--- src/rtl/nec_pkg.sv ---
`default_nettype none
// ============================================================================
// Module      : nec_pkg
// Description : Shared types and constants for the NEC IR decoder. It holds
//               the FSM state enum, the phase windows in 10 us ticks, the
//               inter-edge timeout and the frame length. It also provides a
//               small inclusive window-compare helper.
// Revision    : 1.0  initial release
// ============================================================================
package nec_pkg;

    typedef enum logic [2:0] {
        ST_IDLE      = 3'd0,
        ST_LEAD_LOW  = 3'd1,
        ST_LEAD_HIGH = 3'd2,
        ST_BIT_LOW   = 3'd3,
        ST_BIT_HIGH  = 3'd4,
        ST_STOP      = 3'd5
    } nec_state_t;

    localparam int unsigned C_CNT_W = 11;

    localparam logic [C_CNT_W-1:0] C_CNT_MAX         = 11'd2047;

    // Phase windows in 10 us ticks, both bounds inclusive.
    localparam logic [C_CNT_W-1:0] C_LEAD_LOW_MIN    = 11'd800;
    localparam logic [C_CNT_W-1:0] C_LEAD_LOW_MAX    = 11'd1000;
    localparam logic [C_CNT_W-1:0] C_LEAD_FRM_MIN    = 11'd400;
    localparam logic [C_CNT_W-1:0] C_LEAD_FRM_MAX    = 11'd500;
    localparam logic [C_CNT_W-1:0] C_LEAD_RPT_MIN    = 11'd200;
    localparam logic [C_CNT_W-1:0] C_LEAD_RPT_MAX    = 11'd250;
    localparam logic [C_CNT_W-1:0] C_BIT_LOW_MIN     = 11'd40;
    localparam logic [C_CNT_W-1:0] C_BIT_LOW_MAX     = 11'd70;
    localparam logic [C_CNT_W-1:0] C_BIT_ZERO_MIN    = 11'd40;
    localparam logic [C_CNT_W-1:0] C_BIT_ZERO_MAX    = 11'd70;
    localparam logic [C_CNT_W-1:0] C_BIT_ONE_MIN     = 11'd140;
    localparam logic [C_CNT_W-1:0] C_BIT_ONE_MAX     = 11'd190;
    localparam logic [C_CNT_W-1:0] C_STOP_LOW_MIN    = 11'd40;
    localparam logic [C_CNT_W-1:0] C_STOP_LOW_MAX    = 11'd70;

    // 11 ms without an edge aborts a frame in progress.
    localparam logic [C_CNT_W-1:0] C_TIMEOUT         = 11'd1100;

    localparam int unsigned        C_FRAME_BITS      = 32;

    function automatic logic in_win(
        input logic [C_CNT_W-1:0] val,
        input logic [C_CNT_W-1:0] lo,
        input logic [C_CNT_W-1:0] hi
    );
        return (val >= lo) && (val <= hi);
    endfunction

endpackage
`default_nettype wire

--- src/rtl/ir_sync_edge.sv ---
`default_nettype none
// ============================================================================
// Module      : ir_sync_edge
// Description : Two-flop synchronizer for the asynchronous IR line, reset to
//               the idle (high) level. It is followed by registered
//               falling/rising edge pulses.
// Ports       : clk_i    system clock
//               rst_i    synchronous active-high reset
//               async_i  raw asynchronous input
//               level_o  synchronized level
//               fall_o   one-cycle pulse after a synchronized high->low
//               rise_o   one-cycle pulse after a synchronized low->high
// Revision    : 1.0  initial release
// ============================================================================
module ir_sync_edge
    import nec_pkg::*;
(
    input  logic clk_i,
    input  logic rst_i,
    input  logic async_i,
    output logic level_o,
    output logic fall_o,
    output logic rise_o
);

    logic sync1_q, sync1_d;
    logic sync2_q, sync2_d;
    logic prev_q,  prev_d;
    logic fall_q,  fall_d;
    logic rise_q,  rise_d;

    always_comb begin
        sync1_d = async_i;
        sync2_d = sync1_q;
        prev_d  = sync2_q;
        fall_d  = prev_q & ~sync2_q;
        rise_d  = ~prev_q & sync2_q;
    end

    always_ff @(posedge clk_i) begin
        if (rst_i) begin
            sync1_q <= 1'b1;
            sync2_q <= 1'b1;
            prev_q  <= 1'b1;
            fall_q  <= 1'b0;
            rise_q  <= 1'b0;
        end else begin
            sync1_q <= sync1_d;
            sync2_q <= sync2_d;
            prev_q  <= prev_d;
            fall_q  <= fall_d;
            rise_q  <= rise_d;
        end
    end

    assign level_o = sync2_q;
    assign fall_o  = fall_q;
    assign rise_o  = rise_q;

endmodule
`default_nettype wire

--- src/rtl/nec_ir_decoder.sv ---
`default_nettype none
// ============================================================================
// Module      : nec_ir_decoder
// Description : NEC infrared remote decoder. It measures each low/high phase
//               of the synchronized IR line in 10 us ticks, walks the NEC
//               frame with an FSM and publishes the address and command bytes
//               with a one-cycle irq pulse.
// Config      : NEC_REPEAT_EN - when defined, repeat codes that follow an
//               accepted frame pulse irq_o together with repeat_o.
// Ports       : clk_i      system clock (CLK_HZ, a multiple of 100 kHz)
//               rst_i      synchronous active-high reset
//               ir_i       demodulated IR line, idle high, asynchronous
//               command_o  last accepted command byte
//               address_o  last accepted address byte
//               irq_o      frame / repeat accepted pulse
//               repeat_o   repeat accepted pulse (with irq_o)
//               err_o      malformed / timed-out frame pulse
// Revision    : 1.0  initial release
// ============================================================================
module nec_ir_decoder
    import nec_pkg::*;
#(
    parameter int unsigned CLK_HZ = 50_000_000
) (
    input  logic       clk_i,
    input  logic       rst_i,
    input  logic       ir_i,
    output logic [7:0] command_o,
    output logic [7:0] address_o,
    output logic       irq_o,
    output logic       repeat_o,
    output logic       err_o
);

    localparam int unsigned        C_DIV        = CLK_HZ / 100_000;
    localparam int unsigned        C_PW         = (C_DIV > 1) ? $clog2(C_DIV) : 1;
    localparam logic [C_PW-1:0]    C_PRESC_LAST = C_PW'(C_DIV - 1);
    localparam logic [5:0]         C_LAST_BIT   = 6'(C_FRAME_BITS - 1);

    logic w_level;
    logic w_fall;
    logic w_rise;
    logic w_edge;
    logic w_tick;

    ir_sync_edge u_sync (
        .clk_i   (clk_i),
        .rst_i   (rst_i),
        .async_i (ir_i),
        .level_o (w_level),
        .fall_o  (w_fall),
        .rise_o  (w_rise)
    );

    logic [C_PW-1:0]    presc_q,   presc_d;
    logic [C_CNT_W-1:0] cnt_q,     cnt_d;
    nec_state_t         state_q,   state_d;
    logic [5:0]         bits_q,    bits_d;
    logic [31:0]        shift_q,   shift_d;
    logic               seen_q,    seen_d;
    logic               armed_q,   armed_d;
    logic [7:0]         command_q, command_d;
    logic [7:0]         address_q, address_d;
    logic               irq_q,     irq_d;
    logic               err_q,     err_d;
`ifdef NEC_REPEAT_EN
    logic               rpt_q,     rpt_d;
    logic               repeat_q,  repeat_d;
`endif

    assign w_edge = w_fall | w_rise;
    assign w_tick = (presc_q == C_PRESC_LAST);

    always_comb begin
        presc_d   = presc_q;
        cnt_d     = cnt_q;
        state_d   = state_q;
        bits_d    = bits_q;
        shift_d   = shift_q;
        seen_d    = seen_q;
        armed_d   = armed_q;
        command_d = command_q;
        address_d = address_q;
        irq_d     = 1'b0;
        err_d     = 1'b0;
`ifdef NEC_REPEAT_EN
        rpt_d     = rpt_q;
        repeat_d  = 1'b0;
`endif

        // Phase timer: restarts on every edge so cnt_q always holds the
        // length of the phase currently in progress.
        if (w_edge) begin
            presc_d = '0;
            cnt_d   = '0;
        end else if (w_tick) begin
            presc_d = '0;
            if (cnt_q != C_CNT_MAX) begin
                cnt_d = cnt_q + 1'b1;
            end
        end else begin
            presc_d = presc_q + 1'b1;
        end

        // After reset the line may be in the middle of a frame. Frame starts
        // are ignored until the line has been seen idle-high for a full
        // timeout period, so the tail of an interrupted frame is swallowed
        // without raising err_o.
        if ((state_q == ST_IDLE) && w_level && (cnt_q >= C_TIMEOUT)) begin
            armed_d = 1'b1;
        end

        if ((state_q != ST_IDLE) && !w_edge && (cnt_q >= C_TIMEOUT)) begin
            state_d = ST_IDLE;
            err_d   = 1'b1;
        end else begin
            case (state_q)
                ST_IDLE: begin
                    if (w_fall && armed_q) begin
                        state_d = ST_LEAD_LOW;
                    end
                end

                ST_LEAD_LOW: begin
                    if (w_rise) begin
                        if (in_win(cnt_q, C_LEAD_LOW_MIN, C_LEAD_LOW_MAX)) begin
                            state_d = ST_LEAD_HIGH;
                        end else begin
                            state_d = ST_IDLE;
                            err_d   = 1'b1;
                        end
                    end
                end

                ST_LEAD_HIGH: begin
                    if (w_fall) begin
                        if (in_win(cnt_q, C_LEAD_FRM_MIN, C_LEAD_FRM_MAX)) begin
                            state_d = ST_BIT_LOW;
                            bits_d  = '0;
`ifdef NEC_REPEAT_EN
                            rpt_d   = 1'b0;
`endif
                        end else if (in_win(cnt_q, C_LEAD_RPT_MIN, C_LEAD_RPT_MAX)) begin
`ifdef NEC_REPEAT_EN
                            state_d = ST_STOP;
                            rpt_d   = 1'b1;
`else
                            state_d = ST_IDLE;
`endif
                        end else begin
                            state_d = ST_IDLE;
                            err_d   = 1'b1;
                        end
                    end
                end

                ST_BIT_LOW: begin
                    if (w_rise) begin
                        if (in_win(cnt_q, C_BIT_LOW_MIN, C_BIT_LOW_MAX)) begin
                            state_d = ST_BIT_HIGH;
                        end else begin
                            state_d = ST_IDLE;
                            err_d   = 1'b1;
                        end
                    end
                end

                ST_BIT_HIGH: begin
                    if (w_fall) begin
                        if (in_win(cnt_q, C_BIT_ZERO_MIN, C_BIT_ZERO_MAX) ||
                            in_win(cnt_q, C_BIT_ONE_MIN,  C_BIT_ONE_MAX)) begin
                            // LSB first: new bit enters at the top.
                            shift_d = {in_win(cnt_q, C_BIT_ONE_MIN, C_BIT_ONE_MAX),
                                       shift_q[31:1]};
                            bits_d  = bits_q + 1'b1;
                            state_d = (bits_q == C_LAST_BIT) ? ST_STOP : ST_BIT_LOW;
                        end else begin
                            state_d = ST_IDLE;
                            err_d   = 1'b1;
                        end
                    end
                end

                ST_STOP: begin
                    if (w_rise) begin
                        state_d = ST_IDLE;
                        if (!in_win(cnt_q, C_STOP_LOW_MIN, C_STOP_LOW_MAX)) begin
                            err_d = 1'b1;
`ifdef NEC_REPEAT_EN
                        end else if (rpt_q) begin
                            // A repeat with no prior frame is dropped silently.
                            if (seen_q) begin
                                irq_d    = 1'b1;
                                repeat_d = 1'b1;
                            end
`endif
                        end else if (shift_q[23:16] == ~shift_q[31:24]) begin
                            command_d = shift_q[23:16];
                            address_d = shift_q[7:0];
                            irq_d     = 1'b1;
                            seen_d    = 1'b1;
                        end else begin
                            err_d = 1'b1;
                        end
                    end
                end

                default: begin
                    state_d = ST_IDLE;
                end
            endcase
        end
    end

    always_ff @(posedge clk_i) begin
        if (rst_i) begin
            presc_q   <= '0;
            cnt_q     <= '0;
            state_q   <= ST_IDLE;
            bits_q    <= '0;
            shift_q   <= '0;
            seen_q    <= 1'b0;
            armed_q   <= 1'b0;
            command_q <= '0;
            address_q <= '0;
            irq_q     <= 1'b0;
            err_q     <= 1'b0;
`ifdef NEC_REPEAT_EN
            rpt_q     <= 1'b0;
            repeat_q  <= 1'b0;
`endif
        end else begin
            presc_q   <= presc_d;
            cnt_q     <= cnt_d;
            state_q   <= state_d;
            bits_q    <= bits_d;
            shift_q   <= shift_d;
            seen_q    <= seen_d;
            armed_q   <= armed_d;
            command_q <= command_d;
            address_q <= address_d;
            irq_q     <= irq_d;
            err_q     <= err_d;
`ifdef NEC_REPEAT_EN
            rpt_q     <= rpt_d;
            repeat_q  <= repeat_d;
`endif
        end
    end

    assign command_o = command_q;
    assign address_o = address_q;
    assign irq_o     = irq_q;
    assign err_o     = err_q;
`ifdef NEC_REPEAT_EN
    assign repeat_o  = repeat_q;
`else
    assign repeat_o  = 1'b0;
`endif

endmodule
`default_nettype wire

--- config.mk ---
export PLATFORM = sky130hd
export DESIGN_NAME = nec_ir_decoder
export DESIGN_NICKNAME = d
export VERILOG_FILES = /design/src/rtl/nec_pkg.sv /design/src/rtl/ir_sync_edge.sv /design/src/rtl/nec_ir_decoder.sv
export SDC_FILE = /design/constraint.sdc
export NUM_CORES = 1
export LEC_CHECK = 0
export CORE_MARGIN = 5
export CORE_UTILIZATION = 59
export DETAILED_ROUTE_END_ITERATION = 16
export HOLD_SLACK_MARGIN = 0.05
export PLACE_DENSITY = 0.91
export SLEW_MARGIN = 20
export SYNTH_ARGS = -nofsm -noshare
export SYNTH_HDL_FRONTEND = slang
export SYNTH_SLANG_ARGS = --single-unit
--- constraint.sdc ---
create_clock -name clk_i -period 2.2 [get_ports clk_i]
set_input_delay 0.22 -clock clk_i [delete_from_list [all_inputs] [get_ports clk_i]]
set_output_delay 0.22 -clock clk_i [all_outputs]
set_load 0.005 [all_outputs]
==> impl_metrics.yaml, run 1 <==
clock_tree:
  numCtsBuffers: 9
  cts-htree-levels: 3
  cts_tree: "built"
  cts_setup_buffers: 0
  cts_resized: 0
  clk_pin_slew_ns: 0.09
  clock-sinks: 85
  cts_root_buffer: "clkbuf_8"
  cts_buffer_depth: 2
  holdBufCountCts: 0
  insertion_delay_ns: 0.37
placement:
  dp_hpwl_um: 5810
  numPlacedInstances: 542
  portBuffers: 20
  gp_congestion: 0.937
pwr:
  power_per_cell_area_mw_per_mm2: 615
  p_leak_nw: 1.38
  p_total_w: 0.00265
  swShare_pct: 24.8
  intPower_w: 0.00200
  combinationalPowerShare_pct: 1.8
  switching_power_w: 0.000658
  p_clk_share_pct: 39.8
  power_frac_seq_pct: 58.4
  ir_worst_vdd_uv: 538
sta:
  worst_pin_slew_ns: 0.596
  fmax_ghz: 0.492
  period_minus_slack_ns: 2.03
  slew_headroom_pct: 60.2
  rsz0062_at_grt: "no"
  finalCritPeriodShare_pct: 92.4
  final_max_slew_viol_count: 0
  hold_viol_final: 0
  setup_viol: 0
  fin_tns_setup_ns: 0
  finClkSkew_ns: 0.0150
layout:
  nets: 483
  final_cell_mix: "dfxtp_1 (84), o21ai_0 (59), a21oi_1 (59), nand3_1 (58), nor2_1 (27)"
  final_core_util_pct: 67.6
  final_common_cell: "dfxtp_1"
  drive_above_1_share_pct: 9.77
  stdcell_count: 558
  syn_to_final_growth_pct: 10.7
  diodes: 0
worst_setup_path:
  cp-start-kind: "flip-flop"
  cp_max_fo: 17
  critPathTopFamily: "simple AND/OR/NAND/NOR gates"
  cp.depth: 5
  critical_path_arrival_ns: 2.33
  critPathSlowestCell: "or4_1"
  crit_type: "flip-flop to flip-flop"
  crit_chain: "nor4b_2 > o211ai_1 > o22a_4 > or4_1 > a21oi_1"
  reg2regPathDepth: 5
  setup.worst_path.end_class: "flip-flop"
  cp.required_ns: 2.50
  critPathBufInv: 0
  critPathMaxStageDelay_ns: 0.49
logic_synthesis:
  synth_fa_ha_area_share_pct: 1.28
  seq_area_frac_synth_pct: 43.7
  syn_inst: 475
  ys_types: 52
  synth_edf_count: 0
  async_flop_share_pct: 0
  ys_warn_count: 0
  synth_ff_type: "dfxtp_1"
  synth_top_family_by_area: "simple AND/OR/NAND/NOR gates"
  syn_nets: 482
  synthMuxAreaShare_pct: 0
  yosys_register_bits: 85
  netlist_area_sq_mm: 0.00390
  synthXorXnorAreaFrac_pct: 5.17
  avgSynthCellArea_sq_um: 8.20
  synth_compound_area_share_pct: 21.1
  yosys.area_share.simple_pct: 23.0
global_route:
  grt_pass1_vias: 3197
  gr-usage-all-layers_pct: 21.1
  grt_remaining_overflow: 0
  grt_pass1_wl_um: 14800
  grt_start_max_net_pins: 60
  antenna_found_initial: 0
worst_hold_path:
  hold_depth: 3
  hp-class: "primary input to flip-flop"
routing:
  drt.antenna.violating_nets: 0
  avgViaCountPerCell: 6.55
  vias: 3654
  drtPass1Iterations: 5
  drt_iter0_markers: 450
  wirelength_um: 9070
  wl_per_cell_um: 16.2
  drc: 0
floorplan:
  rows: 29
  die_w_um: 91.3
  die-area_sq_mm: 0.00833
  die_h_um: 91.3
  ioPinCount: 22
  core-area_sq_mm: 0.00639
  start_util_pct: 61.0
status:
  status: "completed"
run:
  maxCapViolCount: 0
==> power by group through the flow <==
stage                     registers, W  clock network, W  logic [W]
final                          0.00155           0.00106  0.0000473
after global routing           0.00155           0.00113  0.0000525
after CTS                      0.00155           0.00107  0.0000471
after detailed placement       0.00159                 0  0.0000469
after global placement         0.00159                 0  0.0000446
after floorplan                0.00159                 0  0.0000368
==> sequential cells by signal, summed over array words and instances (netlist names), 3 cells and up <==
signal / count
address_o: 8
command_o: 8
presc_q: 9
bits_q: 6
state_q: 3
cnt_q: 11
shift_q: 32
==> worst register-to-register path: stages (launching register included) <==
cell	delay [ns]
dfxtp_1	0.40
nor4b_2	0.36
o211ai_1	0.24
o22a_4	0.34
or4_1	0.49
a21oi_1	0.14
==> Yosys cell counts, types with 6 or more instances <==
cell type / number / area share, %
dfxtp_1: 85 / 44
a21oi_1: 59 / 7.6
o21ai_0: 59 / 7.6
nand3_1: 58 / 7.5
clkbuf_1: 28 / 2.7
nor2_1: 27 / 2.6
xnor2_1: 19 / 4.3
nand2_1: 12 / 1.2
buf_2: 11 / 1.4
nor3_1: 11 / 1.4
and3_1: 9 / 1.4
nand4_1: 8 / 1.3
nor4_1: 8 / 1.3
or3_1: 8 / 1.3
inv_1: 6 / 0.58
or2_2: 6 / 0.96
==> path summary, 6_finish.rpt <==
path,startpoint,end,slack [ns]
worst min-delay path,rst_i,cnt_q[9],0.40
worst min register to register,u_sync.sync1_q,u_sync.level_o,0.42
worst max-delay path,cnt_q[8],bits_q[2],0.17
worst max register to register,cnt_q[8],bits_q[2],0.17
==> cell families after synthesis <==
group | count (synthesis)
compound gates | 145
xor+xnor | 23
fa+ha+maj | 4
buf+inv | 50
flops | 85
other cells | 1
simple gates | 167
==> metrics by stage <==
step	worst slack (ns)	cell area [sq um]	hold slack [ns]
after global placement	0.159	4110	0.403
after global routing	0.0220	4310	0.439
after floorplan	0.262	3900	0.324
after detailed placement	0.116	4110	0.407
final	0.168	4310	0.399
after CTS	0.0980	4300	0.399
==> final cells by class <==
class | count | area, sq um
fill | 516 | 2070
multi-input combinational | 340 | 1990
sequential | 85 | 1700
timing repair buffer | 34 | 313
clock buffer | 9 | 124
tap | 77 | 96.3
clock inverter | 7 | 63.8
inverter | 6 | 22.5
==> metal layers <==
layer | vias to the layer above | track usage [%] | share of wire [%]
li1 | 1715 | - | -
met1 | 1735 | 27.2 | 41
met2 | 179 | 34.0 | 49
met3 | 25 | 4.55 | 7.2
met4 | 0 | 9.05 | 2.0
met5 | - | 0 | 0
Note: power is estimated with default switching activity, not from simulation.
==> inputs of run 2 (changes only) <==
--- a/config.mk
+++ b/config.mk
@@ -6,6 +6,7 @@
 export NUM_CORES = 1
 export LEC_CHECK = 0
-export CORE_MARGIN = 5
+export CORE_MARGIN = 8
 export CORE_UTILIZATION = 59
+export CTS_CLUSTER_SIZE = 20
 export DETAILED_ROUTE_END_ITERATION = 16
 export HOLD_SLACK_MARGIN = 0.05
==> constraint.sdc (replaced) <==
create_clock -name clk_i -period 2.2 [get_ports clk_i]
set_input_delay 0.22 -clock clk_i [delete_from_list [all_inputs] [get_ports clk_i]]
set_output_delay 0.22 -clock clk_i [all_outputs]
set_load 0.02 [all_outputs]
==> impl_metrics.yaml, run 2 (same netlist as run 1, synthesis figures left out) <==
sta:
  worst_pin_slew_ns: 0.610
  setup_viol: 0
  final_max_slew_viol_count: 0
  holdWs_ns: 0.302
  fin_tns_setup_ns: 0
  fmax_ghz: 0.475
  period_minus_slack_ns: 2.11
  slew_headroom_pct: 58.9
  hold_viol_final: 0
  rsz0062_at_grt: "no"
  finClkSkew_ns: 0.0144
  finalCritPeriodShare_pct: 95.7
floorplan:
  start_util_pct: 61.0
  ioPinCount: 22
  die-area_sq_mm: 0.00946
  rows: 29
  die_w_um: 97.3
  core-area_sq_mm: 0.00639
  die_h_um: 97.3
pwr:
  ir_worst_vdd_uv: 556
  p_leak_nw: 1.38
  power_per_cell_area_mw_per_mm2: 617
worst_setup_path:
  critPathMaxStageDelay_ns: 0.42
  critPathBufInv: 1
  cp-start-kind: "flip-flop"
  critPathTopFamily: "compound AO/OA/AOI/OAI gates"
  crit_type: "flip-flop to flip-flop"
  worst-r2r-setup-slack_ns: 0.09
  crit_chain: "or2_2 > a32oi_4 > o22a_4 > buf_4 > o21ai_0 > a21oi_1"
  rr_endpoint: "shift_q[28]"
  cp.required_ns: 2.50
  cp_max_fo: 32
  critical_path_arrival_ns: 2.40
  setup.worst_path.end_class: "flip-flop"
  worstReg2RegStart: "cnt_q[4]"
  critPathSlowestCell: "dfxtp_1"
  reg2regPathDepth: 6
clock_tree:
  cts_buffer_depth: 2
  holdBufCountCts: 0
  cts_root_buffer: "clkbuf_8"
  clk_pin_slew_ns: 0.10
  clock-sinks: 85
  insertion_delay_ns: 0.37
  cts-htree-levels: 3
  numCtsBuffers: 9
  cts_tree: "built"
layout:
  largest_reg_flops: 32
  final_common_cell: "dfxtp_1"
  final_cell_mix: "dfxtp_1 (82), o21ai_0 (59), a21oi_1 (59), nand3_1 (58), nor2_1 (27)"
  diodes: 0
  largest-register: "shift_q"
  drive_above_1_share_pct: 10.4
  fillers: 474
  syn_to_final_growth_pct: 11.3
  stdcell_count: 558
  nets: 483
  reg_top3: "shift_q x32, cnt_q x11, presc_q x9"
routing:
  vias: 3550
  wl_per_cell_um: 16.0
  drc: 0
  drtPass1Iterations: 5
  drt_iter0_markers: 314
  avgViaCountPerCell: 6.36
  drt.antenna.violating_nets: 0
  wirelength_um: 8940
global_route:
  gr-usage-all-layers_pct: 18.4
  grt_remaining_overflow: 0
  antenna_found_initial: 0
  grt_pass1_vias: 3180
  grt_start_max_net_pins: 60
  grt_pass1_wl_um: 14900
placement:
  numPlacedInstances: 541
  gp_congestion: 0.890
  portBuffers: 20
  dp_hpwl_um: 5740
run:
  maxCapViolCount: 0
worst_hold_path:
  hp-class: "primary input to flip-flop"
  min_from: "rst_i"
  hold_depth: 4
  holdPathEnd: "cnt_q[3]"
status:
  status: "completed"
[run 2: cell count changes in the layout (fill, tap and decap cells not counted)]
| cell | before | now |
|---|---|---|
| a32oi_2 | 1 | 0 |
| a32oi_4 | 0 | 1 |
| clkinv_4 | 0 | 1 |
| dfxtp_1 | 84 | 82 |
| dfxtp_2 | 1 | 3 |
| inv_6 | 3 | 1 |
| inv_8 | 2 | 3 |
| nor3_1 | 11 | 10 |
| nor3_2 | 1 | 2 |
[run 2: worst max-delay path by stage]
stage,from,endpoint,cells after the start
global route,cnt_q[4],shift_q[21],6
floorplan,cnt_q[7],address_o[7],7
CTS,cnt_q[8],shift_q[28],6
detailed placement,cnt_q[8],shift_q[28],6
finish,cnt_q[4],shift_q[28],6
global placement,cnt_q[3],command_o[6],5
[run 2: per-layer routing]
layer,up-vias,track usage [%],routed length [um]
met5,-,0,0
met3,25,4.55,616
met1,1658,22.3,3790
met2,149,30.0,4290
met4,0,8.16,243
li1,1718,-,-
[run 2: worst min-delay path, stage by stage]
cell and delay, ns:
buf_2 0.08, or3_1 0.09, buf_4 0.18, nor2_1 0.06
[run 2: area by class of cell]
type	count	area [sq um]	area share, %
well taps	77	96.3	2.22
clock buffers	9	124	2.86
clock inverters	7	66.3	1.53
repair buffers	34	313	7.22
inverters	6	22.5	0.519
flip-flops and latches	85	1710	39.3
multi-input cells	340	2010	46.3
[run 2: where the power goes]
| part | switching (W) | internal, W | total, W |
|---|---|---|---|
| combinational | 0.0000344 | 0.0000148 | 0.0000492 |
| clock | 0.000637 | 0.000439 | 0.00108 |
| sequential | 0.00000604 | 0.00155 | 0.00155 |
[run 2: timing repair]
| action | in CTS | in global routing |
|---|---|---|
| setup buffers | 0 | 1 |
| gates resized for setup | 0 | 7 |
| endpoints found under the setup margin | 0 | 47 |
[run 2: metrics by stage]
step | total power, W | worst slack, ns | utilization (%) | cell area (sq um)
6_report | 0.00268 | 0.0937 | 67.9 | 4340
5_1_grt | 0.00276 | 0.00350 | 67.9 | 4340
3_5_place_dp | 0.00164 | 0.0646 | 64.3 | 4110
4_1_cts | 0.00268 | 0.0176 | 67.3 | 4300
3_3_place_gp | 0.00163 | 0.192 | 64.3 | 4110
2_1_floorplan | 0.00162 | 0.262 | - | 3900
